`config.mk`:
```
export PLATFORM = sky130hd
export DESIGN_NAME = tube_display_controller_flat
export DESIGN_NICKNAME = d
export VERILOG_FILES = /design/src/rtl/tube_pkg.sv /design/src/rtl/tube_display_controller_if.sv /design/src/rtl/hex_to_seven_segment.sv /design/src/rtl/tube_display_controller.sv /design/src/flat_wrapper.sv
export SDC_FILE = /design/constraint.sdc
export NUM_CORES = 1
export LEC_CHECK = 0
export ABC_AREA = 1
export BUFFER_PORTS_ARGS = -buffer_cell sky130_fd_sc_hd__buf_4
export CAP_MARGIN = 40
export CORE_ASPECT_RATIO = 1.75
export CORE_MARGIN = 3
export CORE_UTILIZATION = 39
export CTS_CLUSTER_SIZE = 30
export DETAILED_ROUTE_END_ITERATION = 12
export HOLD_SLACK_MARGIN = 0.12
export PLACE_DENSITY = 0.63
export SYNTH_ARGS = -nofsm -noshare
export SYNTH_HDL_FRONTEND = slang
export SYNTH_HIERARCHICAL = 1
export SYNTH_SLANG_ARGS = --single-unit
```
`constraint.sdc`:
```
create_clock -name iCpuClock -period 6.62 [get_ports iCpuClock]
set_input_delay 0.662 -clock iCpuClock [delete_from_list [all_inputs] [get_ports iCpuClock]]
set_output_delay 0.662 -clock iCpuClock [all_outputs]
set_load 0.02 [all_outputs]
```
`src/rtl/tube_pkg.sv`:
```
// Shared constants for the seven-segment tube driver: register map,
// active-low segment lookup and the all-dark pattern.
package tube_pkg;

    localparam logic [1:0] TUBE_ADDR_LOW  = 2'd0;
    localparam logic [1:0] TUBE_ADDR_HIGH = 2'd1;
    localparam logic [1:0] TUBE_ADDR_CTRL = 2'd2;

    localparam logic [7:0] SEG_OFF = 8'hFF;

    // Index 0 is the rightmost entry; codes are {dp,g..a}, dp off.
    localparam logic [15:0][7:0] SEG_LUT = {
        8'h8E, 8'h86, 8'hA1, 8'hC6,
        8'h83, 8'h88, 8'h90, 8'h80,
        8'hF8, 8'h82, 8'h92, 8'h99,
        8'hB0, 8'hA4, 8'hF9, 8'hC0
    };

endpackage

```
`src/rtl/tube_display_controller_if.sv`:
```
// CPU-side write port of the tube driver; the CPU is the master,
// the display controller the slave. The port is write-only.
interface tube_display_controller_if;

    logic        iDoTubeWrite;
    logic [1:0]  iTubeAddress;
    logic [15:0] iTubeDataToWrite;

    modport master (
        output iDoTubeWrite,
        output iTubeAddress,
        output iTubeDataToWrite
    );

    modport slave (
        input iDoTubeWrite,
        input iTubeAddress,
        input iTubeDataToWrite
    );

endinterface

```
`src/rtl/hex_to_seven_segment.sv`:
```
// Combinational hex nibble to active-low {dp,g..a} segment byte.
module hex_to_seven_segment
    import tube_pkg::*;
(
    input  logic [3:0] nibble,
    input  logic       dp,
    output logic [7:0] segments
);

    logic [7:0] code;

    assign code     = SEG_LUT[nibble];
    assign segments = {code[7] & ~dp, code[6:0]};

endmodule

```
`src/rtl/tube_display_controller.sv`:
```
// Memory-mapped 8-digit common-anode tube driver with free-running scan.
// Optional build macro: TUBE_LEADING_ZERO_BLANK_EN blanks leading zeros.
module tube_display_controller
    import tube_pkg::*;
#(
    parameter int SCAN_DIVIDE = 20000
) (
    input  logic                      iCpuClock,
    input  logic                      iCpuReset,
    tube_display_controller_if.slave  tubeBus,
    output logic [7:0]                oTubeSegments,
    output logic [7:0]                oTubeEnables
);

    localparam int CNT_W = (SCAN_DIVIDE > 2) ? $clog2(SCAN_DIVIDE) : 1;
    localparam logic [CNT_W-1:0] CNT_LAST = CNT_W'(SCAN_DIVIDE - 1);

    logic [15:0]      dataLow;
    logic [15:0]      dataHigh;
    logic [7:0]       dpMask;
    logic             dispEn;
    logic [CNT_W-1:0] scanCnt;
    logic [2:0]       digitIdx;

    logic [31:0] dataAll;
    logic [4:0]  bitBase;
    logic [3:0]  curNibble;
    logic        curDp;
    logic        blank;
    logic [7:0]  decoded;
    logic        wrLow;
    logic        wrHigh;
    logic        wrCtrl;

    assign wrLow  = tubeBus.iDoTubeWrite
                 && (tubeBus.iTubeAddress == TUBE_ADDR_LOW);
    assign wrHigh = tubeBus.iDoTubeWrite
                 && (tubeBus.iTubeAddress == TUBE_ADDR_HIGH);
    assign wrCtrl = tubeBus.iDoTubeWrite
                 && (tubeBus.iTubeAddress == TUBE_ADDR_CTRL);

    always_ff @(posedge iCpuClock or posedge iCpuReset) begin
        if (iCpuReset) begin
            dataLow  <= '0;
            dataHigh <= '0;
            dpMask   <= '0;
            dispEn   <= 1'b0;
        end else begin
            unique case (1'b1)
                wrLow:  dataLow  <= tubeBus.iTubeDataToWrite;
                wrHigh: dataHigh <= tubeBus.iTubeDataToWrite;
                wrCtrl: begin
                    dpMask <= tubeBus.iTubeDataToWrite[15:8];
                    dispEn <= tubeBus.iTubeDataToWrite[0];
                end
                default: ;
            endcase
        end
    end

    // Scan keeps running while disabled so re-enabling resumes in place.
    always_ff @(posedge iCpuClock or posedge iCpuReset) begin
        if (iCpuReset) begin
            scanCnt  <= '0;
            digitIdx <= '0;
        end else if (scanCnt == CNT_LAST) begin
            scanCnt  <= '0;
            digitIdx <= digitIdx + 3'd1;
        end else begin
            scanCnt <= scanCnt + 1'b1;
        end
    end

    assign dataAll   = {dataHigh, dataLow};
    assign bitBase   = {digitIdx, 2'b00};
    assign curNibble = dataAll[bitBase +: 4];
    assign curDp     = dpMask[digitIdx];

`ifdef TUBE_LEADING_ZERO_BLANK_EN
    logic [31:0] upperDigits;

    assign upperDigits = dataAll >> bitBase;
    assign blank       = (digitIdx != 3'd0) && (upperDigits == 32'd0);
`else
    assign blank = 1'b0;
`endif

    hex_to_seven_segment u_hex (
        .nibble   (curNibble),
        .dp       (curDp),
        .segments (decoded)
    );

    always_ff @(posedge iCpuClock or posedge iCpuReset) begin
        if (iCpuReset) begin
            oTubeSegments <= SEG_OFF;
            oTubeEnables  <= SEG_OFF;
        end else if (dispEn) begin
            oTubeEnables  <= ~(8'd1 << digitIdx);
            oTubeSegments <= blank ? {~curDp, 7'h7F} : decoded;
        end else begin
            oTubeSegments <= SEG_OFF;
            oTubeEnables  <= SEG_OFF;
        end
    end

endmodule

```
`src/flat_wrapper.sv`:
```
// flat-port wrapper written by rule: the top's interface ports become plain ports
module tube_display_controller_flat import tube_pkg::*;
#(
    parameter int SCAN_DIVIDE = 20000
)
  (iCpuClock, iCpuReset, oTubeSegments, oTubeEnables, tubeBus_iDoTubeWrite, tubeBus_iTubeAddress, tubeBus_iTubeDataToWrite);
  tube_display_controller_if tubeBus_i ();
  input  logic iCpuClock;
  input  logic iCpuReset;
  output logic [7:0] oTubeSegments;
  output logic [7:0] oTubeEnables;
  input wire logic [$bits(tubeBus_i.iDoTubeWrite)-1:0] tubeBus_iDoTubeWrite;
  input wire logic [$bits(tubeBus_i.iTubeAddress)-1:0] tubeBus_iTubeAddress;
  input wire logic [$bits(tubeBus_i.iTubeDataToWrite)-1:0] tubeBus_iTubeDataToWrite;
  assign tubeBus_i.iDoTubeWrite = tubeBus_iDoTubeWrite;
  assign tubeBus_i.iTubeAddress = tubeBus_iTubeAddress;
  assign tubeBus_i.iTubeDataToWrite = tubeBus_iTubeDataToWrite;
  tube_display_controller #(.SCAN_DIVIDE(SCAN_DIVIDE)) u_core (.iCpuClock(iCpuClock), .iCpuReset(iCpuReset), .tubeBus(tubeBus_i), .oTubeSegments(oTubeSegments), .oTubeEnables(oTubeEnables));
endmodule
```
== After elaboration in Yosys (flattened, before gate mapping) ==
Memories as Yosys holds them, arrays and structs flattened.
Cells that the tools add are included.
Word-level totals
  register bits: 75
  memory bits (read-only): 128
  input bits: 21
  output and inout port bits: 16
  memories kept: 1
Memory list
  (name not given): depth 16, width 8, read ports 1, clocked after Yosys merged registers in 0, wr ports 0, RTL line hex_to_seven_segment.sv:12  | assign code = SEG_LUT[nibble];
Cells by class
  $add $sub $neg: 2
  order comparisons: 2
  equality and inequality tests: 3
  shift operators: 2
  mux-type cells: 6
  bitwise operators: 3
  reduce and logical (&&, ||, !) cells: 4
Operator list (count)
  variable part select 32 x 6 -> 4 bit: 1
  two-way mux 8 bit: 3
  adder 15 x 1 -> 15 bit, second input constant: 1
  equality test 15 bit, second input constant: 1
  two-way mux 15 bit: 1
  inverter 8 bit: 1
  left shift 1 x 3 -> 8 bit, first input constant: 1
  less-than comparator 4 x 5 -> 1 bit, second input constant: 1
  less-than comparator 3 x 4 -> 1 bit, second input constant: 1
  adder 3 x 1 -> 3 bit, second input constant: 1
  binary-select mux 1 bit (select 3 bit): 1
  logical AND 1 bit: 3
  equality test 2 x 1 -> 1 bit, second input constant: 1
  equality test 2 bit, second input constant: 1
  zero test 2 bit: 1
  bitwise AND 1 bit: 1
  two-way mux 1 bit: 1
  inverter 1 bit: 1

== Depth between registers and ports, before layout ==
Gate-level depths: netlist of run 1.
  depth in word-level cells: 5
  mapped depth: 15
  mapped depth without buffers: 14

== Cells and area by module ==
Netlist of run 1, hierarchy kept.
By module, submodules not included
  tube_display_controller: instances 1, cells each 412, area an instance 3429.5 um^2, seq. area each 1896.8 um^2
  hex_to_seven_segment: instances 1, cells each 50, area an instance 277.8 um^2, seq. area each 0.0 um^2

== Worst setup path after synthesis of run 1 ==
OpenSTA, ideal clock, no wires.
  kind: register -> register
  start: register u_core.digitIdx[1]
  end: register u_core.oTubeSegments[3]
  library setup time: 0.061 ns
  arrival time: 1.728 ns
  data required time: 6.559 ns
  path slack: 4.831 ns
  cell stages (with the launch flop): 15
  path buffers: 2
  period minus slack after synthesis: 1.789 ns
  cells stage by stage: dfrtp_1 > buf_2 > buf_4 > nor2_1 > o21ai_0 > nand2_1 > nand2_1 > nand2_1 > inv_1 > ha_1 > nand2_1 > nand3_1 > nand2_1 > inv_1 > nand2_1
Between the ends
  longest elaborated chain between the ends: 4
Ends and longest elaborated chain
  start, declared: RTL line tube_display_controller.sv:23  | logic [2:0] digitIdx;
  start signal, assigned: RTL line tube_display_controller.sv:68  | digitIdx <= digitIdx + 3'd1;
  variable part select 32 x 6 -> 4 bit: RTL line tube_display_controller.sv:76  | assign curNibble = dataAll[bitBase +: 4];
  via u_core.curNibble[0]: RTL line tube_display_controller.sv:27  | logic [3:0] curNibble;
  memory (16 x 8 bit)
  two-way mux 8 bit (implied by the code): RTL line hex_to_seven_segment.sv:12
  via u_core.decoded[3]: RTL line tube_display_controller.sv:30  | logic [7:0] decoded;
  two-way mux 8 bit: RTL line tube_display_controller.sv:98  | end else if (dispEn) begin
  end signal, assigned: RTL line tube_display_controller.sv:100  | oTubeSegments <= blank ? {~curDp, 7'h7F} : decoded;
  end, declared: RTL line tube_display_controller.sv:11  | output logic [7:0] oTubeSegments,
The timed path passes the listed nets, and every way through them passes these cells. The select of a mux whose other input is x is not followed.
A chain may end at the register's enable or synchronous reset.

== Worst setup path in the final report of run 1 ==
  start: register u_core.digitIdx[0]
  end: register u_core.oTubeSegments[3]
The elaborated chain is that of the path after synthesis.

==> results of run 1 <==
==> cell usage after synthesis, types with 3 or more instances <==
library cell	count	area, um^2
nand2_1	127	477
nor2_1	61	229
o21ai_0	61	305
dfrtp_1	59	1480
inv_1	49	184
nand3_1	23	115
dfstp_2	16	420
ha_1	14	175
buf_2	10	50.1
o21ai_1	7	35.0
clkbuf_1	4	15.0
nor2_2	4	25.0
xor2_1	4	35.0
buf_4	3	22.5
inv_2	3	11.3
nand4_1	3	18.8
==> state kept, by name (all words and copies together), names as in the netlist <==
name and cells:
u_core/dataLow 16, u_core/oTubeSegments 8, u_core/dispEn 1, u_core/dpMask 8, u_core/dataHigh 16, u_core/digitIdx 3
u_core/oTubeEnables 8, u_core/scanCnt 15
==> path summary, 6_finish.rpt <==
kind | startpoint | to | slack (ns) | depth (start not counted)
setup / recovery | u_core/digitIdx[0]$_DFFE_PP0N_ | u_core/oTubeSegments[3]$_DFF_PP1_ | 4.06 | 12
hold / removal | iCpuReset | u_core/dispEn$_DFFE_PP0P_ | 0.41 | 3
min in group iCpuClock | u_core/dataHigh[15]$_DFFE_PP0P_ | u_core/dataHigh[15]$_DFFE_PP0P_ | 0.48 | 2
max in group asynchronous | iCpuReset | u_core/oTubeEnables[6]$_DFF_PP1_ | 5.61 | 4
hold reg to reg | u_core/dataHigh[15]$_DFFE_PP0P_ | u_core/dataHigh[15]$_DFFE_PP0P_ | 0.48 | 2
setup reg to reg | u_core/digitIdx[0]$_DFFE_PP0N_ | u_core/oTubeSegments[3]$_DFF_PP1_ | 4.06 | 12
==> logic make-up (layout without fill, tap and decap cells) <==
logic type / count (synthesis) / in the layout
DFF: 75 / 75
adders and majority gates: 14 / 14
AOI/OAI and AO/OA: 71 / 71
buffers and inverters: 71 / 109
and+or+nand+nor: 226 / 226
xor gates and xnor gates: 5 / 5
==> critical path, cell delays in order, from the launching register on <==
cell and delay (ns):
dfrtp_1 0.84, inv_2 0.34, o21ai_0 0.24, nand2_1 0.08, nand2_1 0.06, nand2_1 0.15, inv_1 0.19, ha_1 0.29
nand2_1 0.07, nand3_1 0.08, nand2_1 0.07, inv_1 0.03, nand2_1 0.05
==> power by group through the flow <==
stage | Clock (W) | Combinational (W) | Sequential, W
2_1_floorplan | 0 | 0.000110 | 0.000555
3_5_place_dp | 0 | 0.000170 | 0.000554
4_1_cts | 0.000498 | 0.000171 | 0.000547
3_3_place_gp | 0 | 0.000161 | 0.000554
5_1_grt | 0.000517 | 0.000196 | 0.000552
6_report | 0.000485 | 0.000169 | 0.000547
==> per-layer routing <==
| metal | track usage | wire length, um | vias to the layer above | share of wire |
|---|---|---|---|---|
| li1 | - | - | 1506 | - |
| met1 | 0.188 | 3260 | 1406 | 0.42 |
| met2 | 0.263 | 4050 | 62 | 0.52 |
| met3 | 0.0381 | 292 | 21 | 0.037 |
| met4 | 0.0803 | 218 | 0 | 0.028 |
| met5 | 0 | 0 | - | 0 |
==> through the flow <==
step	util	total power (W)	cell area (um^2)	instances	setup WS (ns)
2_1_floorplan	-	0.000666	3710	462	4.07
3_3_place_gp	0.441	0.000716	4040	601	4.19
3_5_place_dp	0.447	0.000724	4090	604	4.12
4_1_cts	0.479	0.00122	4390	620	4.08
5_1_grt	0.479	0.00127	4390	620	3.72
6_report	0.479	0.00120	4390	620	4.06
==> cell type report <==
cell class / instances / area [um^2]
Timing Repair Buffer: 40 / 328
Multi-Input combinational cell: 316 / 1510
Fill cell: 892 / 4760
Sequential cell: 75 / 1900
Tap cell: 120 / 150
Clock buffer: 9 / 225
Inverter: 53 / 199
Clock inverter: 7 / 76.3
==> impl_metrics.yaml, run 1 <==
sta:
  relSlewSlack: 0.489
  finalHoldViolCount: 0
  rsz0062_at_grt: "false"
  setup_viol: 0
  fin_crit_sh: 0.387
  fmax_ghz: 0.390
  fin_hold_ws_ns: 0.410
  tightest_slew_ns: 0.766
  fin_crit_ns: 2.56
  finalSetupTns_ns: 0
  skew_ns: 0.00660
  final_max_slew_viol_count: 0
synth:
  avgSynthCellArea_um2: 8.02
  synth-compound-area-share: 0.0969
  yosys.area_share.adder: 0.0472
  yosysUniqueCellTypes: 25
  synth_edf_count: 0
  synthFlopType: "dfrtp_1"
  synthMuxAreaShare: 0
  synthArstFlopShare: 1.00
  ys_ff_latch: 75
  synthCells: 462
  yosysSeqAreaShare: 0.512
  synth_top_family_by_area: "simple AND/OR/NAND/NOR gates"
  synthSimpleGateAreaFrac: 0.252
  mappedNetlistArea_um2: 3710
  yosys_warnings: 6
  synth_xor_area_frac: 0.0118
  synth.net_count: 497
pwr:
  internal-power_w: 0.000876
  pwr-share-clk: 0.404
  p_leak_nw: 2.21
  p_per_area_nw_per_um2: 274
  swShare: 0.271
  combPwrFrac: 0.141
  switchingPower_w: 0.000325
  seqPwrFrac: 0.455
  ir_drop_uv: 136
die:
  die_area_um2: 10800
  die_h_um: 135
  num_rows: 46
  ioPinCount: 37
  die_w_um: 79.7
  core_area_um2: 9150
  initial_core_util: 0.405
cts:
  cts_tree: "yes"
  root_buffer: "clkbuf_16"
  cts_buffers: 9
  htreeDepth: 3
  hold_buffers: 0
  cts_setup_buffers: 0
  cts.sinks: 75
  clk_pin_slew_ns: 0.06
  clkLatencyLatePin_ns: 0.34
  clock_path_buffers: 2
  ctsResizeCount: 0
setup_path:
  end_kind: "register"
  setup.worst_path.class: "register to register"
  cp_max_fo: 24
  required_ns: 6.89
  start_kind: "register"
  arrival_ns: 2.83
placed_design:
  io_buffers: 36
  gp_congestion: 0.869
  dp_hpwl_um: 5660
global_routing:
  grt_pass1_vias: 2926
  antenna_found_initial: 0
  grt_max_degree: 44
  grt_pass1_wl_um: 13400
  grt_use_total: 0.158
  globalRouteOverflowTotal: 0
detailed_routing:
  ant_nets: 0
  vias: 2995
  drt_iter0_markers: 175
  routed_via_density: 4.83
  first_pass_iters: 6
  routed_wl_um: 7820
  wl_per_cell_um: 12.6
  drc: 0
run_status:
  status: "finished, final reports clean"
finish:
  layout-drive-gt1-share: 0.174
  final_nets: 530
  diodes: 0
  final_common_cell: "nand2_1"
  synthToLayoutAreaGrowth_pct: 18.4
  layout_common_cells: "nand2_1, nor2_1, o21ai_0, dfrtp_1, inv_1"
worst_hold_path:
  hp-class: "input port to async pin"
job:
  timing.max_cap.violations: 0
(Power assumes the default switching activity.)
==> inputs of run 2 (changes only) <==
ABC_AREA = 0   (was 1)
PLACE_DENSITY = 0.65   (was 0.63)
clock period = 2.3 ns   (was 6.62 ns; I/O delays follow)
==> impl_metrics.yaml, run 2 <==
synth:
  synth_top_area_cell: "dfrtp_1"
  yosys.area.top_type_share: 0.421
  synth_edf_count: 0
  synthFlopType: "dfrtp_1"
  synth.net_count: 299
  ys_top_cells_by_area: "dfrtp_1, mux2_2, dfstp_2"
  synthCells: 264
  yosysUniqueCellTypes: 33
  yosysSeqAreaShare: 0.541
  ys_ff_latch: 75
  mappedNetlistArea_um2: 3510
  avgSynthCellArea_um2: 13.3
  synthArstFlopShare: 1.00
  yosys_warnings: 6
  yosysMostFrequentCell: "dfrtp_1"
  ys_top_cells_by_count: "dfrtp_1, mux2_2, nand2_1, dfstp_2"
setup_path:
  crit_start: "u_core/digitIdx[0]$_DFFE_PP0N_"
  r2r_setup_slack_ns: 0.12
  critical_path.cell_chain: "mux4_2 > nand2_1 > nand2_2 > inv_2 > ha_1 > inv_1 > mux4_1 > nand2b_1"
  required_ns: 2.54
  end_kind: "register"
  cp_max_fo: 6
  arrival_ns: 2.42
  cpPeakStageDelay_ns: 0.51
  r2r_start: "u_core/digitIdx[0]$_DFFE_PP0N_"
  cp_slowest_cell: "mux4_2"
  start_kind: "register"
  crit_end: "u_core/oTubeSegments[3]$_DFF_PP1_"
  setup.worst_path.class: "register to register"
  r2r_end: "u_core/oTubeSegments[3]$_DFF_PP1_"
  reg2reg_depth: 8
cts:
  clkLatencyLatePin_ns: 0.33
  htreeDepth: 3
  clock_path_buffers: 2
  root_buffer: "clkbuf_16"
  cts_buffers: 9
  cts.sinks: 75
  cts_tree: "yes"
  clk_pin_slew_ns: 0.06
detailed_routing:
  drt_iter0_markers: 119
  routed_via_density: 4.95
  routed_wl_um: 6520
  first_pass_iters: 6
  vias: 2175
  wl_per_cell_um: 14.8
  drc: 0
  ant_nets: 0
pwr:
  p_per_area_nw_per_um2: 857
  ir_drop_uv: 506
  p_leak_nw: 1.90
finish:
  reg_top3: "u_core/dataHigh x16, u_core/dataLow x16, u_core/scanCnt x15"
  final_common_cell: "dfrtp_1"
  final_nets: 352
  final_cells: 439
  diodes: 0
  layout-drive-gt1-share: 0.463
  layout_common_cells: "dfrtp_1, buf_4, mux2_2, nand2_1, dfstp_2"
  synthToLayoutAreaGrowth_pct: 24.3
die:
  die_area_um2: 10200
  initial_core_util: 0.402
  core_area_um2: 8730
  die_h_um: 131
  ioPinCount: 37
  num_rows: 45
  die_w_um: 77.7
sta:
  setup_viol: 0
  fmax_ghz: 0.459
  relSlewSlack: 0.655
  fin_crit_sh: 0.947
  skew_ns: 0.00759
  fin_crit_ns: 2.18
  finalHoldViolCount: 0
  fin_hold_ws_ns: 0.135
  tightest_slew_ns: 0.516
  final_max_slew_viol_count: 0
run_status:
  status: "finished, final reports clean"
global_routing:
  grt_max_degree: 76
  antenna_found_initial: 0
  grt_use_total: 0.136
  grt_pass1_vias: 2235
  globalRouteOverflowTotal: 0
  grt_pass1_wl_um: 10800
placed_design:
  io_buffers: 36
  gp_congestion: 0.820
  dp_hpwl_um: 4760
  dp_cells: 421
job:
  timing.max_cap.violations: 0
worst_hold_path:
  hp-class: "input port to register"
==> run 2: cell count changes in the layout (fill, tap and decap cells not counted), moves of 10 or more <==
cell	previous run	this run
nand2_1	127	17
o21ai_0	61	1
nor2_1	61	14
mux2_2	0	43
inv_1	48	7
nand3_1	23	10
buf_4	37	47
mux4_2	0	10
==> run 2: area by class of cell <==
| class | instances | area [um^2] |
|---|---|---|
| clock inverters | 6 | 90.1 |
| flip-flops and latches | 75 | 1900 |
| well taps | 117 | 146 |
| multi-input cells | 170 | 1550 |
| inverters | 10 | 40.0 |
| fillers | 763 | 4370 |
| repair buffers | 51 | 405 |
| clock buffers | 10 | 229 |
==> run 2: critical path: cells and delay by family, from the launching register on <==
kind | cells | cell delay (ns)
flip-flops | 1 | 0.45
AND/OR/NAND/NOR | 3 | 0.36
adder cells (fa/ha/maj) | 1 | 0.15
buffers and inverters | 2 | 0.16
multiplexers | 2 | 0.97
==> run 2: per-layer routing <==
metal,up-vias,track usage,wire length [um]
met5,-,0,0
met4,0,0.0693,153
met3,12,0.0357,238
met2,39,0.234,3620
met1,1097,0.150,2500
li1,1027,-,-
==> run 2: how the worst min path moves through the flow <==
stage | slack, ns | startpoint | endpoint | cells past startpoint
6_report | 0.14 | tubeBus_iTubeDataToWrite[1] | u_core/dataHigh[1]$_DFFE_PP0P_ | 2
5_1_grt | 0.13 | tubeBus_iTubeDataToWrite[1] | u_core/dataHigh[1]$_DFFE_PP0P_ | 2
4_1_cts | 0.12 | tubeBus_iTubeDataToWrite[1] | u_core/dataHigh[1]$_DFFE_PP0P_ | 2
3_5_place_dp | 0.35 | iCpuReset | u_core/dataHigh[3]$_DFFE_PP0P_ | 3
3_3_place_gp | 0.35 | iCpuReset | u_core/scanCnt[3]$_DFF_PP0_ | 3
2_1_floorplan | 0.38 | tubeBus_iTubeDataToWrite[0] | u_core/dataHigh[0]$_DFFE_PP0P_ | 1
==> run 2: power by group <==
group	internal (W)	switching [W]
Combinational	0.000347	0.000280
Sequential	0.00153	0.000101
Clock	0.000951	0.000531
Total	0.00282	0.000913
==> run 2: logic make-up after synthesis <==
logic type,share of synthesized area
AOI/OAI and AO/OA,0.0136
buffers and inverters,0.0268
and+or+nand+nor,0.110
xor gates and xnor gates,0.0325
adders and majority gates,0.0499
DFF,0.541
muxes,0.227
==> run 2: metrics by stage <==
step | setup TNS [ns] | power, W | cell area (um^2) | setup slack (ns) | utilization
floorplan | 0 | 0.00205 | 3520 | 0.0292 | -
global placement | -0.00620 | 0.00224 | 3980 | -0.00620 | 0.456
detailed placement | -0.173 | 0.00227 | 3980 | -0.110 | 0.456
CTS | 0 | 0.00377 | 4330 | 0.00586 | 0.496
global route | -0.00148 | 0.00390 | 4360 | -0.00148 | 0.499
finish | 0 | 0.00374 | 4360 | 0.122 | 0.499
==> run 2: repair_timing <==
action | CTS | global route
gates resized for setup | 2 | 13
endpoints found under the hold margin | 59 | 0
setup buffers | 2 | 0
setup endpoints to repair | 3 | 3
hold buffers | 1 | 0
pin swaps | 0 | 2
